--- config.mk ---
export PLATFORM = sky130hd
export DESIGN_NAME = pcie_flow_fsm
export DESIGN_NICKNAME = d
export VERILOG_FILES = /design/src/rtl/pcie_flow_pkg.sv /design/src/rtl/pcie_ch_thresh.sv /design/src/rtl/pcie_flow_fsm.sv
export SDC_FILE = /design/constraint.sdc
export NUM_CORES = 1
export LEC_CHECK = 0
export CAP_MARGIN = 10
export CORE_ASPECT_RATIO = 1.2
export CORE_MARGIN = 5
export CORE_UTILIZATION = 53
export DETAILED_ROUTE_END_ITERATION = 12
export HOLD_SLACK_MARGIN = 0.06
export PLACE_DENSITY_LB_ADDON = 0.3
export SKIP_CTS_REPAIR_TIMING = 1
export SLEW_MARGIN = 20
export SYNTH_ARGS = -nofsm -noshare
export SYNTH_HDL_FRONTEND = slang
export SYNTH_HIERARCHICAL = 1
export SYNTH_SLANG_ARGS = --single-unit
--- constraint.sdc ---
create_clock -name clk -period 8.33 [get_ports clk]
set_clock_uncertainty 0.05 [all_clocks]
set_input_delay 1.666 -clock clk [delete_from_list [all_inputs] [get_ports clk]]
set_output_delay 1.666 -clock clk [all_outputs]
set_load 0.05 [all_outputs]
--- src/rtl/pcie_flow_pkg.sv ---
// Shared definitions for the PCIe flow-control FSM.
//   - state encodings (state_e)
//   - default channel count / occupancy width
//   - get_count(): extracts one channel's occupancy from a packed vector
package pcie_flow_pkg;

  localparam int unsigned NUM_CH_DEF = 8;
  localparam int unsigned CNT_W_DEF  = 4;

  // Upper bounds used to size the unpacking helper's argument.
  localparam int unsigned MAX_CH   = 32;
  localparam int unsigned MAX_W    = 32;
  localparam int unsigned MAX_BITS = MAX_CH * MAX_W;

  typedef enum logic [2:0] {
    ST_RESET  = 3'b000,
    ST_INIT   = 3'b001,
    ST_IDLE   = 3'b010,
    ST_ERROR  = 3'b011,
    ST_ACTIVE = 3'b100
  } state_e;

  // Returns channel i (width w) of a zero-extended packed occupancy vector.
  function automatic logic [31:0] get_count(
    input logic [MAX_BITS-1:0] vec,
    input int unsigned         i,
    input int unsigned         w
  );
    logic [MAX_BITS-1:0] shifted;
    logic [31:0]         mask;
    shifted = vec >> (i * w);
    mask    = (w >= 32) ? '1 : ((32'd1 << w) - 32'd1);
    return shifted[31:0] & mask;
  endfunction

endpackage

--- src/rtl/pcie_ch_thresh.sv ---
// Per-channel threshold comparator.
//   count        : channel occupancy
//   umbral_L_out : latched low threshold
//   umbral_H_out : latched high threshold
//   enable       : flags are forced low when deasserted
//   almost_full  : count >= high threshold (gated by enable)
//   almost_empty : count <= low threshold (gated by enable)
//   below_low    : count <= low threshold (ungated, used for pause release)
module pcie_ch_thresh #(
  parameter int unsigned CNT_W = 4
) (
  input  logic [CNT_W-1:0] count,
  input  logic [CNT_W-1:0] umbral_L_out,
  input  logic [CNT_W-1:0] umbral_H_out,
  input  logic             enable,
  output logic             almost_full,
  output logic             almost_empty,
  output logic             below_low
);

  always_comb begin
    below_low    = (count <= umbral_L_out);
    almost_full  = enable && (count >= umbral_H_out);
    almost_empty = enable && below_low;
  end

endmodule

--- src/rtl/pcie_flow_fsm.sv ---
// PCIe link flow-control FSM.
//   clk, reset_L        : clock, async active-low reset
//   init                : hold in INIT and load thresholds
//   umbral_L/umbral_H   : low/high threshold inputs
//   fifo_count          : packed per-channel occupancies
//   fifo_err            : per-channel overflow/underflow pulse
//   state               : current state encoding
//   umbral_L_out/_H_out : latched thresholds
//   idle_out/active_out/error_out : registered state decodes
//   almost_full/almost_empty      : per-channel flags
//   err_ch              : sticky error channel mask
//   pause               : hysteretic backpressure to the arbiter
module pcie_flow_fsm
  import pcie_flow_pkg::*;
#(
  parameter int unsigned NUM_CH = NUM_CH_DEF,
  parameter int unsigned CNT_W  = CNT_W_DEF
) (
  input  logic                    clk,
  input  logic                    reset_L,
  input  logic                    init,
  input  logic [CNT_W-1:0]        umbral_L,
  input  logic [CNT_W-1:0]        umbral_H,
  input  logic [NUM_CH*CNT_W-1:0] fifo_count,
  input  logic [NUM_CH-1:0]       fifo_err,
  output logic [2:0]              state,
  output logic [CNT_W-1:0]        umbral_L_out,
  output logic [CNT_W-1:0]        umbral_H_out,
  output logic                    idle_out,
  output logic                    active_out,
  output logic                    error_out,
  output logic [NUM_CH-1:0]       almost_full,
  output logic [NUM_CH-1:0]       almost_empty,
  output logic [NUM_CH-1:0]       err_ch,
  output logic                    pause
);

  state_e              state_q, state_d;
  logic [CNT_W-1:0]    thr_l_q, thr_l_d;
  logic [CNT_W-1:0]    thr_h_q, thr_h_d;
  logic [NUM_CH-1:0]   af_q, af_d;
  logic [NUM_CH-1:0]   ae_q, ae_d;
  logic [NUM_CH-1:0]   err_ch_q, err_ch_d;
  logic                pause_q, pause_d;
  logic                idle_q, idle_d;
  logic                active_q, active_d;
  logic                error_q, error_d;

  logic [NUM_CH-1:0]   below_low;
  logic                flag_en;
  logic [MAX_BITS-1:0] cnt_ext;

  always_comb begin
    cnt_ext = '0;
    cnt_ext[NUM_CH*CNT_W-1:0] = fifo_count;
  end

  // Flags reflect the state being entered, so they are enabled off state_d.
  assign flag_en = (state_d == ST_IDLE) || (state_d == ST_ACTIVE);

  for (genvar g = 0; g < NUM_CH; g++) begin : g_ch
    logic [CNT_W-1:0] cnt_ch;
    assign cnt_ch = CNT_W'(get_count(cnt_ext, g, CNT_W));

    pcie_ch_thresh #(
      .CNT_W (CNT_W)
    ) u_thresh (
      .count        (cnt_ch),
      .umbral_L_out (thr_l_q),
      .umbral_H_out (thr_h_q),
      .enable       (flag_en),
      .almost_full  (af_d[g]),
      .almost_empty (ae_d[g]),
      .below_low    (below_low[g])
    );
  end

  always_comb begin
    state_d  = ST_RESET;
    thr_l_d  = thr_l_q;
    thr_h_d  = thr_h_q;
    err_ch_d = err_ch_q;

    case (state_q)
      ST_RESET: state_d = ST_INIT;
      ST_INIT: begin
        if (init) begin
          state_d = ST_INIT;
          thr_l_d = umbral_L;
          thr_h_d = umbral_H;
        end else if (thr_l_q > thr_h_q) begin
          state_d = ST_ERROR;
        end else begin
          state_d = ST_IDLE;
        end
      end
      ST_IDLE, ST_ACTIVE: begin
        if (init) begin
          state_d = ST_INIT;
        end else if (|fifo_err) begin
          state_d  = ST_ERROR;
          err_ch_d = err_ch_q | fifo_err;
        end else if (fifo_count == '0) begin
          state_d = ST_IDLE;
        end else begin
          state_d = ST_ACTIVE;
        end
      end
      ST_ERROR: begin
        if (init) begin
          state_d = ST_INIT;
        end else begin
          state_d  = ST_ERROR;
          err_ch_d = err_ch_q | fifo_err;
        end
      end
      default: state_d = ST_RESET;
    endcase

    // Entering INIT always wipes the error mask, even if fifo_err is active.
    if (state_d == ST_INIT) begin
      err_ch_d = '0;
    end

    // Pause sets on any almost-full, releases only once every channel is at
    // or below the low threshold, and otherwise holds (hysteresis).
    case (state_d)
      ST_IDLE, ST_ACTIVE: begin
        if (|af_d) begin
          pause_d = 1'b1;
        end else if (&below_low) begin
          pause_d = 1'b0;
        end else begin
          pause_d = pause_q;
        end
      end
      ST_ERROR: pause_d = 1'b1;
      default:  pause_d = 1'b0;
    endcase

    idle_d   = (state_d == ST_IDLE);
    active_d = (state_d == ST_ACTIVE);
    error_d  = (state_d == ST_ERROR);
  end

  always_ff @(posedge clk or negedge reset_L) begin
    if (!reset_L) begin
      state_q  <= ST_RESET;
      thr_l_q  <= '0;
      thr_h_q  <= '0;
      af_q     <= '0;
      ae_q     <= '0;
      err_ch_q <= '0;
      pause_q  <= 1'b0;
      idle_q   <= 1'b0;
      active_q <= 1'b0;
      error_q  <= 1'b0;
    end else begin
      state_q  <= state_d;
      thr_l_q  <= thr_l_d;
      thr_h_q  <= thr_h_d;
      af_q     <= af_d;
      ae_q     <= ae_d;
      err_ch_q <= err_ch_d;
      pause_q  <= pause_d;
      idle_q   <= idle_d;
      active_q <= active_d;
      error_q  <= error_d;
    end
  end

  assign state        = state_q;
  assign umbral_L_out = thr_l_q;
  assign umbral_H_out = thr_h_q;
  assign idle_out     = idle_q;
  assign active_out   = active_q;
  assign error_out    = error_q;
  assign almost_full  = af_q;
  assign almost_empty = ae_q;
  assign err_ch       = err_ch_q;
  assign pause        = pause_q;

endmodule

==> results by group <==
Run status
  • Status: finished, final reports clean

Die
  • I/O pin count: 90
  • Die Y: 95.7 um
  • Starting Density: 0.539
  • Core Footprint: 6010 um2
  • Row Count: 31
  • Die area: 7790 um2
  • Die width: 81.4 um

Finish
  • Antenna Cells: 0
  • # fillers: 443
  • Register area: 976 um2
  • Layout cell share with drive strength beyond 1: 0.0523
  • Final #Nets: 578
  • Most common cell after layout, fill and taps aside: clkdlybuf4s50_1
  • Multi-input gate area in the final layout: 1970 um2
  • Area delta synth->final: 32.5%
  • Most used cells in the layout excluding fill and tap cells: 88 x clkdlybuf4s50_1, 70 x inv_1, 68 x ha_1
  • Filler-free cell count of the finished design: 541

Min path
  • Worst hold start: err_ch[6]$_DFFE_PN0P_
  • Hold/Removal Path Class: reg -> reg
  • Hold Path End: err_ch[6]$_DFFE_PN0P_
  • Worst Hold Depth: 1

Clock network
  • CTS Sinks: 39
  • CTS root buffer: clkbuf_8
  • TritonCTS clock tree: done
  • Clock buffer depth: 2
  • Cts bufs inserted: 5
  • Clk_lat worst skew: 0.29 ns
  • Clk slew on worst S/H paths: 0.07 ns
  • H-tree depth: 2

Placement
  • GPL Wtd Cong: 0.894
  • Port Buf Inserts: 89
  • Placed cells: 534
  • Post-DP HPWL: 6.88 mm

STA
  • Post-route clock period utilization: 0.530
  • Setup_tns: 0 ns
  • Fmax: 227 MHz
  • Slew HR: 0.432
  • Slew @ Worst Pin: 0.851 ns
  • RSZ-0062 raised after global routing: false
  • Minimum clock period: 4.41 ns
  • Final setup viols: 0
  • Hold Fails Final Rpt: 0
  • Slew Limit Fails: 0

Synth
  • Yosys reg bits: 39
  • Post-Syn Area: 3240 um2
  • Synth top area share: 0.301
  • Synth Warn #: 6
  • Seq/Total Area, Yosys: 0.301
  • Mapped Nets: 486
  • Syn Area/Cell: 8.84 um2
  • Cell count after synthesis: 367
  • Netlist cell types: 30
  • Main area contributors after synthesis: dfrtp_1 30%, ha_1 26%, inv_1 8.1%
  • Yosys top cell by area: dfrtp_1

Power and ir drop
  • Leak: 0.00205 uW
  • Internal: 630 uW
  • Combinational Power Share: 0.634
  • Power density cells: 301 nW/um2
  • P_sw: 662 uW
  • Sw Ratio: 0.512
  • Seq pwr share: 0.268
  • Max IR drop VDD: 0.233 mV
  • Clock Power Share: 0.098

Setup path
  • Crit-path max cell delay: 0.46 ns
  • Reg2Reg Depth: 14
  • Startpoint types: input pin
  • CP Max Fanout: 16
  • Reg2reg setup slack: 4.96 ns
  • Ordered cell list for the critical path: clkdlybuf4s50_1 > nor4_1 > nand4_1 > o21bai_4 > a21oi_1 > buf_4 > o21ai_0 > a21oi_2 > nor4_1 > nand3_1 > o21ai_1 > a2bb2oi_1
  • Most used cell, CP: nor4_1
  • Critical path's slowest cell: clkdlybuf4s50_1
  • Critical path type: in -> reg
  • Cell family with most CP delay: simple AND/OR/NAND/NOR gates
  • Worst R2R Start: umbral_H_out[1]$_DFFE_PN0P_
  • Worst Setup End Kind: flip-flop
  • Worst R2R End: pause$_DFFE_PN0P_
  • Worst path bufs/invs: 2
  • Arr. time, crit path: 4.55 ns
  • Critical Path RT: 8.46 ns

GRT
  • GRT overflow: 0
  • First-pass GRT wire length: 14.0 mm
  • Initial antenna violation count: 0
  • GRT Util Overall: 0.234
  • Largest net degree at the start of global routing: 40
  • Vias in the first global route: 2,997

Route
  • DRT iter0 DRCs: 148
  • # DRC: 0
  • Via count: 3,000
  • First-pass DRT Iterations: 4
  • Post-Route WL: 8.65 mm
  • Detail Route Antenna Nets: 0
  • Drt wl/cell: 16.0 um
  • Via/cell ratio: 5.55

Run
  • Max Cap Viol: 0
[cell usage after synthesis]
cell type / count
buf_4: 2
a21boi_2: 1
o2111ai_1: 1
o21ai_1: 23
a21o_1: 8
nor2b_1: 2
nor3_1: 1
buf_2: 3
nor4b_4: 1
nand4_1: 13
a22o_1: 8
a21oi_2: 10
mux2_1: 4
o211ai_2: 1
a2bb2oi_1: 1
o21ai_0: 19
o22ai_1: 9
dfrtp_1: 39
ha_1: 68
o21bai_4: 1
inv_1: 70
nor2_1: 28
nor4_1: 14
a21oi_1: 11
nand3_1: 3
nand2_1: 6
nand2b_1: 17
inv_2: 1
xnor2_1: 1
nor3b_1: 1
[cells by family after synthesis]
family	count (synthesis)	synth area share
DFF	39	0.301
AOI/OAI and AO/OA	93	0.185
muxes	4	0.0139
buffers and inverters	76	0.0914
adders and majority gates	68	0.262
and+or+nand+nor	86	0.144
xor gates and xnor gates	1	0.00270
[power by group through the flow]
| stage | logic (uW) | registers, uW | clock network (uW) |
|---|---|---|---|
| 4_1_cts | 822 | 344 | 131 |
| 6_report | 820 | 346 | 127 |
| 2_1_floorplan | 432 | 459 | 0 |
| 3_3_place_gp | 785 | 349 | 0 |
| 5_1_grt | 916 | 354 | 137 |
| 3_5_place_dp | 816 | 347 | 0 |
[cell type report]
cell class                 count  area share
timing repair buffer          90       0.208
tap                           82      0.0239
clock inverter                 1     0.00116
multi-input combinational    252       0.459
inverter                      71      0.0620
clock buffer                   6      0.0192
sequential                    39       0.227
[flip-flops by register name, summed over array words and instances (netlist names)]
register	count
idle_out	1
umbral_H_out	4
almost_empty	8
almost_full	8
umbral_L_out	4
state	3
err_ch	8
error_out	1
pause	1
active_out	1
[worst register-to-register path, stage by stage, from the launching register on]
cell       delay (ns)
dfrtp_1          0.64
inv_1            0.14
ha_1             0.33
nand2b_1         0.08
a21oi_1          0.06
o21ai_0          0.30
a21oi_2          0.14
a21oi_1          0.54
buf_4            0.31
o21ai_0          0.13
a21oi_2          0.15
nor4_1           0.08
nand3_1          0.12
o21ai_1          0.07
a2bb2oi_1        0.16
[per-stage QoR]
stage / area, um2 / setup slack, ns / hold WS (ns) / total power, uW / utilization
floorplan: 3240 / 4.27 / 0.800 / 892 / -
global placement: 4210 / 3.68 / 0.444 / 1130 / 0.700
detailed placement: 4210 / 3.66 / 0.441 / 1160 / 0.700
CTS: 4300 / 3.95 / 0.461 / 1300 / 0.715
global route: 4300 / 3.60 / 0.479 / 1410 / 0.715
finish: 4300 / 3.92 / 0.457 / 1290 / 0.715
[metal layers]
metal	wire, um	track usage	vias up
met5	0	0	-
met4	150	0.0732	0
met3	517	0.0365	14
met2	4380	0.419	97
met1	3600	0.286	1414
li1	-	-	1475
[worst max-delay path by stage]
stage               cells past startpoint                end            from  slack, ns
detailed placement                     12  pause$_DFFE_PN0P_  fifo_count[17]       3.66
global route                           12  pause$_DFFE_PN0P_     fifo_err[4]       3.60
global placement                       12  pause$_DFFE_PN0P_  fifo_count[17]       3.68
CTS                                    12  pause$_DFFE_PN0P_  fifo_count[17]       3.95
floorplan                              10  pause$_DFFE_PN0P_     fifo_err[4]       4.27
finish                                 12  pause$_DFFE_PN0P_  fifo_count[17]       3.92
Power figures use the tool's default switching activity.
